--- config.mk ---
export PLATFORM = sky130hd
export DESIGN_NAME = mem_request
export DESIGN_NICKNAME = d
export VERILOG_FILES = /design/src/rtl/mem_request.sv
export SDC_FILE = /design/constraint.sdc
export NUM_CORES = 1
export LEC_CHECK = 0
export BUFFER_PORTS_ARGS = -buffer_cell sky130_fd_sc_hd__buf_2
export CAP_MARGIN = 15
export CELL_PAD_IN_SITES_DETAIL_PLACEMENT = 0
export CELL_PAD_IN_SITES_GLOBAL_PLACEMENT = 1
export CORE_MARGIN = 2
export CORE_UTILIZATION = 29
export DETAILED_ROUTE_END_ITERATION = 12
export GPL_TIMING_DRIVEN = 0
export HOLD_SLACK_MARGIN = 0.1
export PLACE_DENSITY = 0.8
export SLEW_MARGIN = 20
export SYNTH_ARGS = -nofsm -noshare
export SYNTH_HDL_FRONTEND = slang
export SYNTH_SLANG_ARGS = --single-unit
--- constraint.sdc ---
create_clock -name clk -period 1.6 [get_ports clk]
set_input_delay 0.08 -clock clk [delete_from_list [all_inputs] [get_ports clk]]
set_output_delay 0.08 -clock clk [all_outputs]
set_load 0.005 [all_outputs]
--- src/rtl/mem_request.sv ---
//------------------------------------------------------------------------------
// Module      : mem_request
// Description : EX/MEM pipeline register and data-cache request sequencer.
//               Stores are byte-lane replicated and masked; loads request full words.
// Revision    : 1.0 - initial release
//------------------------------------------------------------------------------
`default_nettype none

module mem_request #(
    parameter int CHECK_ALIGN = 1
) (
    input  logic        clk,
    input  logic        reset,

    input  logic        ex_valid,
    input  logic [31:0] ex_pc,
    input  logic [31:0] ex_alu_result,
    input  logic [31:0] ex_rs2,
    input  logic [2:0]  ex_funct3,
    input  logic        ex_reg_we,
    input  logic        ex_mem_we,
    input  logic        ex_mem_rr,
    input  logic        ex_jump,
    input  logic [4:0]  ex_rd,

    input  logic        stall,
    input  logic        dcache_stall,

    output logic [31:0] dcache_addr,
    output logic [31:0] dcache_din,
    output logic [3:0]  dcache_we,
    output logic        dcache_re,

    output logic        wb_valid,
    output logic [31:0] wb_pc,
    output logic [31:0] wb_alu_result,
    output logic [2:0]  wb_funct3,
    output logic        wb_reg_we,
    output logic        wb_mem_we,
    output logic        wb_mem_rr,
    output logic        wb_jump,
    output logic [4:0]  wb_rd,
    output logic        mem_ready,
    output logic        busy,
    output logic        misaligned
);

    localparam logic [1:0] ST_IDLE = 2'd0;
    localparam logic [1:0] ST_REQ  = 2'd1;
    localparam logic [1:0] ST_DONE = 2'd2;

    logic [1:0]  r_state;
    logic [1:0]  w_next_state;

    logic        r_valid;
    logic [31:0] r_pc;
    logic [31:0] r_alu_result;
    logic [31:0] r_rs2;
    logic [2:0]  r_funct3;
    logic        r_reg_we;
    logic        r_mem_we;
    logic        r_mem_rr;
    logic        r_jump;
    logic [4:0]  r_rd;
    logic        r_mis_reported;

    logic        w_hold;
    logic        w_mem_op;
    logic        w_misal_raw;
    logic        w_misal_addr;
    logic        w_misal;
    logic        w_go;
    logic [31:0] w_store_data;
    logic [3:0]  w_mask;

    assign w_hold = stall | busy;

    // EX/MEM pipeline register
    always_ff @(posedge clk) begin
        if (reset) begin
            r_valid      <= 1'b0;
            r_pc         <= '0;
            r_alu_result <= '0;
            r_rs2        <= '0;
            r_funct3     <= '0;
            r_reg_we     <= 1'b0;
            r_mem_we     <= 1'b0;
            r_mem_rr     <= 1'b0;
            r_jump       <= 1'b0;
            r_rd         <= '0;
        end else if (!w_hold) begin
            r_valid      <= ex_valid;
            r_pc         <= ex_pc;
            r_alu_result <= ex_alu_result;
            r_rs2        <= ex_rs2;
            r_funct3     <= ex_funct3;
            r_reg_we     <= ex_reg_we;
            r_mem_we     <= ex_mem_we;
            r_mem_rr     <= ex_mem_rr;
            r_jump       <= ex_jump;
            r_rd         <= ex_rd;
        end
    end

    // Keeps the misaligned pulse to one cycle while a downstream stall holds the op
    always_ff @(posedge clk) begin
        if (reset || !w_hold) begin
            r_mis_reported <= 1'b0;
        end else if (w_misal) begin
            r_mis_reported <= 1'b1;
        end
    end

    assign wb_valid      = r_valid;
    assign wb_pc         = r_pc;
    assign wb_alu_result = r_alu_result;
    assign wb_funct3     = r_funct3;
    assign wb_reg_we     = r_reg_we;
    assign wb_mem_we     = r_mem_we;
    assign wb_mem_rr     = r_mem_rr;
    assign wb_jump       = r_jump;
    assign wb_rd         = r_rd;

    assign w_mem_op = r_valid & (r_mem_we | r_mem_rr);

    always_comb begin
        w_misal_raw = 1'b0;
        case (r_funct3[1:0])
            2'b00:   w_misal_raw = 1'b0;
            2'b01:   w_misal_raw = r_alu_result[0];
            default: w_misal_raw = |r_alu_result[1:0];
        endcase
    end

    generate
        if (CHECK_ALIGN != 0) begin : g_align_check
            assign w_misal_addr = w_misal_raw;
        end else begin : g_no_align_check
            assign w_misal_addr = 1'b0;
        end
    endgenerate

    assign w_misal = w_mem_op & w_misal_addr;
    assign w_go    = w_mem_op & ~w_misal_addr;

    // Byte lanes are replicated so the mask alone selects the written bytes
    always_comb begin
        w_store_data = r_rs2;
        w_mask       = 4'b1111;
        case (r_funct3[1:0])
            2'b00: begin
                w_store_data = {4{r_rs2[7:0]}};
                w_mask       = 4'b0001 << r_alu_result[1:0];
            end
            2'b01: begin
                w_store_data = {2{r_rs2[15:0]}};
                w_mask       = 4'b0011 << {r_alu_result[1], 1'b0};
            end
            default: begin
                w_store_data = r_rs2;
                w_mask       = 4'b1111;
            end
        endcase
    end

    assign dcache_addr = {r_alu_result[31:2], 2'b00};
    assign dcache_din  = w_store_data;

    always_ff @(posedge clk) begin
        if (reset) begin
            r_state <= ST_IDLE;
        end else begin
            r_state <= w_next_state;
        end
    end

    always_comb begin
        w_next_state = r_state;
        case (r_state)
            ST_IDLE: if (w_go)          w_next_state = ST_REQ;
            ST_REQ:  if (!dcache_stall) w_next_state = ST_DONE;
            ST_DONE: if (!stall)        w_next_state = ST_IDLE;
            default:                    w_next_state = ST_IDLE;
        endcase
    end

    always_comb begin
        dcache_re  = 1'b0;
        dcache_we  = 4'b0000;
        mem_ready  = 1'b0;
        busy       = 1'b0;
        misaligned = 1'b0;
        case (r_state)
            ST_IDLE: begin
                busy       = w_go;
                mem_ready  = w_misal;
                misaligned = w_misal & ~r_mis_reported;
            end
            ST_REQ: begin
                busy      = 1'b1;
                // A combined read/write request is issued as a store only
                dcache_re = r_mem_rr & ~r_mem_we;
                dcache_we = r_mem_we ? w_mask : 4'b0000;
            end
            ST_DONE: begin
                mem_ready = 1'b1;
                busy      = stall;
            end
            default: begin
                busy = 1'b0;
            end
        endcase
    end

endmodule

`default_nettype wire

======== Yosys cells after proc, flatten, opt, wreduce, memory -nomap -nowiden ========
Cells that the tools add are included.
operators by class
  equal/unequal tests ..................... 6
  shifts and indexed selects .............. 2
  multiplexer cells ....................... 13
  bitwise operators ....................... 10
  reduce and logical (&&, ||, !) cells .... 6
operator list
  operator                                             count
  one-hot mux 32 bit (2 select lines)                  1
  two-way mux 4 bit                                    2
  one-hot mux 4 bit (2 select lines)                   1
  two-way mux 2 bit                                    3
  != test 2 bit, second input constant                 3
  one-hot mux 2 bit (3 select lines)                   1
  bitwise AND 1 bit                                    5
  equality test 2 x 1 -> 1 bit, second input constant  2
  zero test 2 bit                                      2
  one-hot mux 1 bit (2 select lines)                   2
  left shift 1 x 2 -> 4 bit, first input constant      1
  left shift 2 x 2 -> 4 bit, first input constant      1
  inverter 1 bit                                       3
  one-hot mux 1 bit (3 select lines)                   1
  AND reduction 3 bit                                  1
  equality test 2 bit, second input constant           1
  two-way mux 1 bit                                    2
  bitwise OR 1 bit                                     2
  OR reduction 2 bit                                   1
  zero test 1 bit                                      1
  logical OR 1 bit                                     1
storage, ports and cells
  register bits after elaboration ......... 112
  input port bits ......................... 113
  output and inout port bits .............. 149
  word-level logic and storage cells ...... 49

======== Longest topological paths before layout ========
Gate-level depths: netlist of the first run.
  depth in word-level cells ............... 8
  mapped depth ............................ 8
  depth with buffers taken out ............ 4

======== Worst setup path after synthesis of the first run ========
OpenSTA, ideal clock, no wires.
  path kind ............................... register to register
  start point ............................. reg r_funct3[0] (netlist: wb_funct3[0])
  end point ............................... reg r_alu_result[11] (netlist: wb_alu_result[11])
  setup time .............................. 0.072 ns
  arrival ................................. 1.490 ns
  required time ........................... 1.528 ns
  slack ................................... 0.038 ns
  stages on the path, launching flop included .. 9
  path buffers ............................ 4
  clock period less this slack ............ 1.562 ns
  path through ............................ dfxtp_1 > buf_2 > a21oi_2 > nor2_1 > o31ai_2 > buf_4 > buf_6 > buf_8 > mux2i_1
between the ends
  word-level cells in the longest chain between the ends .. 6
  elaborated cells on any way between the ends .. 7
  those cells by class .................... eq/ne: 1; mux: 2; bitwise: 3; reduce/logical: 1
ends and longest elaborated chain
  item                                                             line  RTL
  from (decl)                                                      59    logic [2:0] r_funct3;
  from (signal assigned)                                           96    r_funct3 <= ex_funct3;
  equality test 2 x 1 -> 1 bit or zero test 2 bit (tied branches)  128   case (r_funct3[1:0])
  one-hot mux 1 bit (2 select lines) *                             128
  inverter 1 bit *                                                 144   assign w_go = w_mem_op & ~w_misal_addr;
  bitwise AND 1 bit *                                              144
  one-hot mux 1 bit (3 select lines) *                             193   case (r_state)
  bitwise OR 1 bit *                                               76    assign w_hold = stall | busy;
  to (signal assigned)                                             94    r_alu_result <= ex_alu_result;
  to (decl)                                                        57    logic [31:0] r_alu_result;
Mark *: on every way between the ends. The rest lies on a longest branch, timed or not.
A chain may end at the register's enable or synchronous reset.

======== Worst setup path in the final report of the first run ========
  start point ............................. reg r_funct3[0] (netlist: wb_funct3[0])
  end point ............................... out mem_ready
between the ends
  word-level cells in the longest chain between the ends .. 4
  elaborated cells on any way between the ends .. 5
  those cells by class .................... eq/ne: 1; mux: 2; bitwise: 1; reduce/logical: 1
ends and longest elaborated chain
  item                                                             line  RTL
  equality test 2 x 1 -> 1 bit or zero test 2 bit (tied branches)  128
  one-hot mux 1 bit (2 select lines) *                             128
  bitwise AND 1 bit *                                              143   assign w_misal = w_mem_op & w_misal_addr;
  one-hot mux 1 bit (2 select lines) *                             193
  to (decl)                                                        43    output logic mem_ready,
Marked as above.

==> results.py, run 1 <==
metrics = {
    "routing": {
        "drc": 0,
        "drt-initial-drc-count": 124,
        "finalWirelength_mm": 17.1,
        "dr_total_vias": 5339,
        "antenna_left": 0,
        "drt_first_pass_iters": 6,
        "vias_per_cell": 4.37,
        "avgRoutedWirePerCell_um": 14.0,
    },
    "yosys": {
        "synth.area.top_cells": "dfxtp_1, mux2i_1, nand2_1, buf_4, mux2_2",
        "avgSynthCellArea_um2": 8.74,
        "synth_ff_type": "dfxtp_1",
        "synth_top_cell_area_share": 0.431,
        "synthCells": 596,
        "yosysTopAreaCell": "dfxtp_1",
        "synth_seq_cells": 112,
        "synthesis.area_um2": 5210,
        "synth.distinct_cells": 30,
        "synthArstFlopShare": 0,
        "yosysMostFrequentCell": "nand2_1",
        "synth-edff-count": 0,
        "yosysSeqAreaShare": 0.431,
        "yosysWarnings": 0,
        "synth_common_cells": "nand2_1, mux2i_1, dfxtp_1",
    },
    "place": {
        "routabilityCongestion": 0.787,
        "io_buffers": 259,
        "dp.final_hpwl_mm": 12.2,
    },
    "critical_path": {
        "critPathBufInv": 2,
        "path_cells": "a21oi_4, or3_4, buf_6, a21oi_2, buf_2",
        "crit_required_ps": 1520,
        "startpoint": "wb_funct3[0]",
        "cp_top_family": "flip-flops",
        "critPathLaunchType": "flip-flop",
        "cpPeakStageDelay_ps": 400,
        "criticalPathCategory": "flip-flop to output port",
        "r2r_start": "wb_funct3[0]",
        "endpoint_kind": "output port",
        "crit_arrival_ps": 1570,
        "cp_max_fo": 5,
        "crit_slowest_cell": "dfxtp_4",
    },
    "sta": {
        "fin_skew_ps": 5.84,
        "worst_slack_ps": -51.5,
        "slew_viol_final": 0,
        "relSlewSlack": 0.648,
        "grt_setup_unrepaired": "true",
        "post-route-period-util": 1.03,
        "timing.hold.ws_ps": 149,
        "min_period_ps": 1650,
        "hold_viol": 0,
        "setup_viol": 12,
        "fin_setup_tns_ps": -217,
        "fmax_ghz": 0.605,
        "tightest_slew_ps": 528,
    },
    "layout": {
        "nets": 1101,
        "antennaDiodeCount": 0,
        "utilization": 0.492,
        "fillers": 1713,
        "layout-drive-gt1-share": 0.388,
        "syn_to_final_growth_pct": 67.9,
    },
    "clocking": {
        "cts_buffers": 9,
        "path_clk_slew_ps": 70,
        "clkLatencyLatePin_ps": 350,
        "cts-htree-levels": 3,
        "clk_path_buf_depth": 2,
        "clk_root_buffer_cell": "clkbuf_16",
        "clock-sinks": 112,
        "cts_tree": "done",
    },
    "min_path": {
        "hp-start": "reset",
        "hp-class": "primary input to flip-flop",
    },
    "global_routing": {
        "overflow": 0,
        "antenna_found_initial": 0,
        "grt_pass1_vias": 5274,
        "grt_max_degree": 20,
        "grtUsageTotal": 0.177,
        "grt_pass1_wl_mm": 27.6,
    },
    "floorplan": {
        "io_pins": 262,
        "dieWidth_um": 138,
        "std_cell_rows": 49,
        "floorplan.initialDensity": 0.293,
        "die_area_um2": 19000,
        "coreArea_um2": 17800,
        "die_height_um": 138,
    },
    "status": {
        "outcome": "finished, violations left",
        "violations": "setup timing",
    },
    "pwr": {
        "power.internal_mw": 5.48,
        "swShare": 0.257,
        "p_comb_frac": 0.234,
        "p_leak_nw": 4.47,
        "power.switching_mw": 1.89,
        "p_clk_frac": 0.338,
        "seqPwrFrac": 0.428,
        "ir_drop_mv": 0.483,
        "total_power_mw": 7.37,
        "powerDensity_nw_per_um2": 843,
    },
    "flow_run": {
        "drv_cap": 0,
    },
}
[timing repair]
| action | 4_1_cts | 5_1_grt |
|---|---|---|
| hold buffers | 112 | 0 |
| setup endpoints to repair | 140 | 135 |
| buffers inserted | 8 | 3 |
| pin swaps | 3 | 6 |
| gates resized for setup | 80 | 26 |
| hold endpoints to repair | 111 | 0 |
[power by group through the flow]
stage	clock, mW	sequential [mW]	combinational [mW]
floorplan	0	3.19	0.730
global placement	0	3.20	1.31
detailed placement	0	3.21	1.32
CTS	2.61	3.15	1.71
global route	2.69	3.19	1.88
finish	2.49	3.15	1.72
[cell families after synthesis]
| kind of cell | Yosys count | share of synthesized area |
|---|---|---|
| AND/OR/NAND/NOR | 242 | 0.181 |
| multiplexers | 133 | 0.259 |
| flip-flops | 112 | 0.431 |
| buffers and inverters | 84 | 0.101 |
| AO/OA/AOI/OAI | 24 | 0.0279 |
| other | 1 | 0.000720 |
[through the flow]
step | setup slack (ps) | area [um^2] | std cells
finish | -51.5 | 8740 | 1221
global route | -160 | 8740 | 1221
global placement | -398 | 6790 | 1085
detailed placement | -399 | 6790 | 1085
floorplan | 38.2 | 5210 | 597
CTS | -220 | 8650 | 1219
[cell type report]
cell class,instances,area (um^2),area share
flip-flops and latches,112,2260,0.259
multi-input cells,401,2560,0.293
inverters,3,11.3,0.00129
repair buffers,382,2600,0.298
clock inverters,4,76.3,0.00873
plain buffers,79,688,0.0787
clock buffers,11,253,0.0289
well taps,229,287,0.0328
[cells in the final DEF (no fill, tap or decap), types with 10 or more instances in the layout]
| master | instances |
|---|---|
| dfxtp_1 | 104 |
| mux2_4 | 10 |
| buf_6 | 14 |
| clkbuf_1 | 22 |
| buf_12 | 14 |
| mux2i_1 | 112 |
| dlygate4sd3_1 | 112 |
| nand2_1 | 225 |
| buf_2 | 252 |
| buf_4 | 44 |
| clkbuf_16 | 11 |
[flip-flops by register name, summed over array words and instances (netlist names)]
signal and cells:
r_mis_reported 1, wb_reg_we 1, wb_funct3 3, r_state 2, wb_rd 5, r_rs2 32, wb_mem_we 1, wb_mem_rr 1
wb_alu_result 32, wb_pc 32, wb_jump 1, wb_valid 1
[worst reg2reg max path: stages, from the launching register on]
cell     delay, ps
dfxtp_4        380
a21oi_4        170
nor2_1         100
o31ai_2        200
buf_6          170
buf_12         150
buf_12         160
mux2i_2        230
[final timing paths]
path / endpoint / slack [ps] / cells past startpoint
worst max-delay path: mem_ready / -50 / 5
worst min-delay path: r_mis_reported / 150 / 3
worst max register to register: wb_alu_result[31] / -10 / 7
worst min register to register: wb_reg_we / 450 / 2
[per-layer routing]
layer,part of all wire,global-route usage,routed length (um)
met1,0.44,0.214,7440
met2,0.49,0.312,8340
met3,0.056,0.0388,961
met4,0.018,0.0623,309
met5,0,0,0
No activity file was read; power rests on OpenSTA's default activity.
==> inputs of run 2 (changes only) <==
--- a/config.mk
+++ b/config.mk
@@ -19,3 +19,4 @@
 export SYNTH_ARGS = -nofsm -noshare
 export SYNTH_HDL_FRONTEND = slang
 export SYNTH_SLANG_ARGS = --single-unit
+export TNS_END_PERCENT = 1
==> run 2 against run 1 <==
The run still ends with setup timing left; via count shrank 0.37%; die area is the same; setup slack lost 3.7 ps; non-clock buffer count grew 4; first-iteration DRC count grew 7.3%; core utilization grew 0.53 points; maximum frequency shrank 0.23%; critical path depth is the same; register-to-register slack is essentially flat; clock power is essentially flat; clock skew grew 0.76 ps; sequential power is essentially flat.
==> results.py, run 2 (same netlist as run 1, synthesis figures left out) <==
metrics = {
    "pwr": {
        "seqPwrFrac": 0.424,
        "p_comb_frac": 0.239,
        "total_power_mw": 7.43,
        "power.switching_mw": 1.92,
        "p_leak_nw": 4.51,
        "ir_drop_mv": 0.487,
        "power.internal_mw": 5.51,
        "p_clk_frac": 0.337,
        "powerDensity_nw_per_um2": 841,
        "swShare": 0.259,
    },
    "layout": {
        "final_common_cell": "buf_2",
        "syn_to_final_growth_pct": 69.7,
        "seq_area_um2": 2260,
        "antennaDiodeCount": 0,
        "multi_input_area_um2": 2580,
        "layout-drive-gt1-share": 0.394,
        "nets": 1105,
        "stdcell_count": 1225,
        "fillers": 1689,
        "mostFrequentLayoutCells": "buf_2, nand2_1, mux2i_1, dlygate4sd3_1, dfxtp_1",
    },
    "clocking": {
        "clk_path_buf_depth": 2,
        "cts_buffers": 9,
        "clk_root_buffer_cell": "clkbuf_16",
        "cts_tree": "done",
        "clock-sinks": 112,
        "path_clk_slew_ps": 70,
        "clkLatencyLatePin_ps": 350,
        "cts-htree-levels": 3,
    },
    "global_routing": {
        "grt_pass1_wl_mm": 27.8,
        "grt_max_degree": 18,
        "grtUsageTotal": 0.179,
        "antenna_found_initial": 0,
        "grt_pass1_vias": 5253,
        "overflow": 0,
    },
    "routing": {
        "avgRoutedWirePerCell_um": 14.2,
        "finalWirelength_mm": 17.4,
        "vias_per_cell": 4.34,
        "drc": 0,
        "antenna_left": 0,
        "dr_total_vias": 5319,
        "drt_first_pass_iters": 4,
        "drt-initial-drc-count": 133,
    },
    "sta": {
        "min_period_ps": 1660,
        "worst_slack_ps": -55.3,
        "fmax_ghz": 0.604,
        "fin_setup_tns_ps": -488,
        "setup_viol": 13,
        "grt_setup_unrepaired": "true",
        "slew_viol_final": 0,
        "relSlewSlack": 0.645,
        "post-route-period-util": 1.03,
        "tightest_slew_ps": 532,
        "fin_skew_ps": 6.60,
        "hold_viol": 0,
    },
    "critical_path": {
        "crit_required_ps": 1520,
        "crit_arrival_ps": 1580,
        "criticalPathCategory": "flip-flop to output port",
        "critPathLaunchType": "flip-flop",
        "cp_max_fo": 10,
        "endpoint_kind": "output port",
    },
    "flow_run": {
        "drv_cap": 0,
    },
    "place": {
        "dp.final_hpwl_mm": 12.2,
        "numPlacedInstances": 1085,
        "pre_cts_ws_ps": -399,
        "routabilityCongestion": 0.787,
        "io_buffers": 259,
    },
    "floorplan": {
        "coreArea_um2": 17800,
        "die_height_um": 138,
        "dieWidth_um": 138,
        "std_cell_rows": 49,
        "floorplan.initialDensity": 0.293,
        "die_area_um2": 19000,
        "io_pins": 262,
    },
    "status": {
        "outcome": "finished, violations left",
        "violations": "setup timing",
    },
    "min_path": {
        "hp-class": "primary input to flip-flop",
    },
}
## run 2: through the flow
step	hold slack [ps]	utilization	area, um^2
3_5_place_dp	318	0.382	6790
3_3_place_gp	304	0.382	6790
6_report	150	0.497	8840
5_1_grt	149	0.497	8840
4_1_cts	122	0.472	8390
2_1_floorplan	149	-	5210
## run 2: area by class of cell
cell class              count  share of cell area
clock inverters             4             0.00864
repair buffers            386               0.309
multi-input cells         401               0.292
plain buffers              79              0.0718
flip-flops and latches    112               0.256
clock buffers              11              0.0286
well taps                 229              0.0324
inverters                   3             0.00127
## run 2: power groups by stage
stage	sequential [mW]	clock, mW	combinational [mW]
after global routing	3.19	2.69	1.93
after floorplan	3.19	0	0.730
after detailed placement	3.21	0	1.32
after CTS	3.15	2.61	1.58
final	3.15	2.50	1.77
after global placement	3.20	0	1.31
## run 2: what timing repair did
action	4_1_cts	5_1_grt
hold buffers	112	0
cloned	0	6
gates resized for setup	31	61
setup buffers	3	6
hold endpoints to repair	111	0
setup endpoints to repair	140	134
pin swaps	3	6
## run 2: critical path: stages (launching register included)
cell,delay (ps)
dfxtp_4,370
clkbuf_16,180
nor2_4,100
buf_12,140
mux2_4,310
buf_6,120
## run 2: final timing paths
| path | from | end | slack (ps) | cells after the start |
|---|---|---|---|---|
| max | wb_funct3[1] | dcache_din[9] | -60 | 5 |
| min | reset | r_mis_reported | 150 | 3 |
| max reg2reg | wb_funct3[0] | wb_alu_result[31] | -10 | 7 |
| min reg2reg | wb_pc[10] | wb_pc[10] | 460 | 2 |
## run 2: metal layers
metal / global-route usage / vias to the layer above / wire length (um)
met1: 0.219 / 2437 / 7690
li1: - / 2694 / -
met4: 0.0607 / 0 / 341
met2: 0.314 / 166 / 8360
met3: 0.0384 / 22 / 969
met5: 0 / - / 0
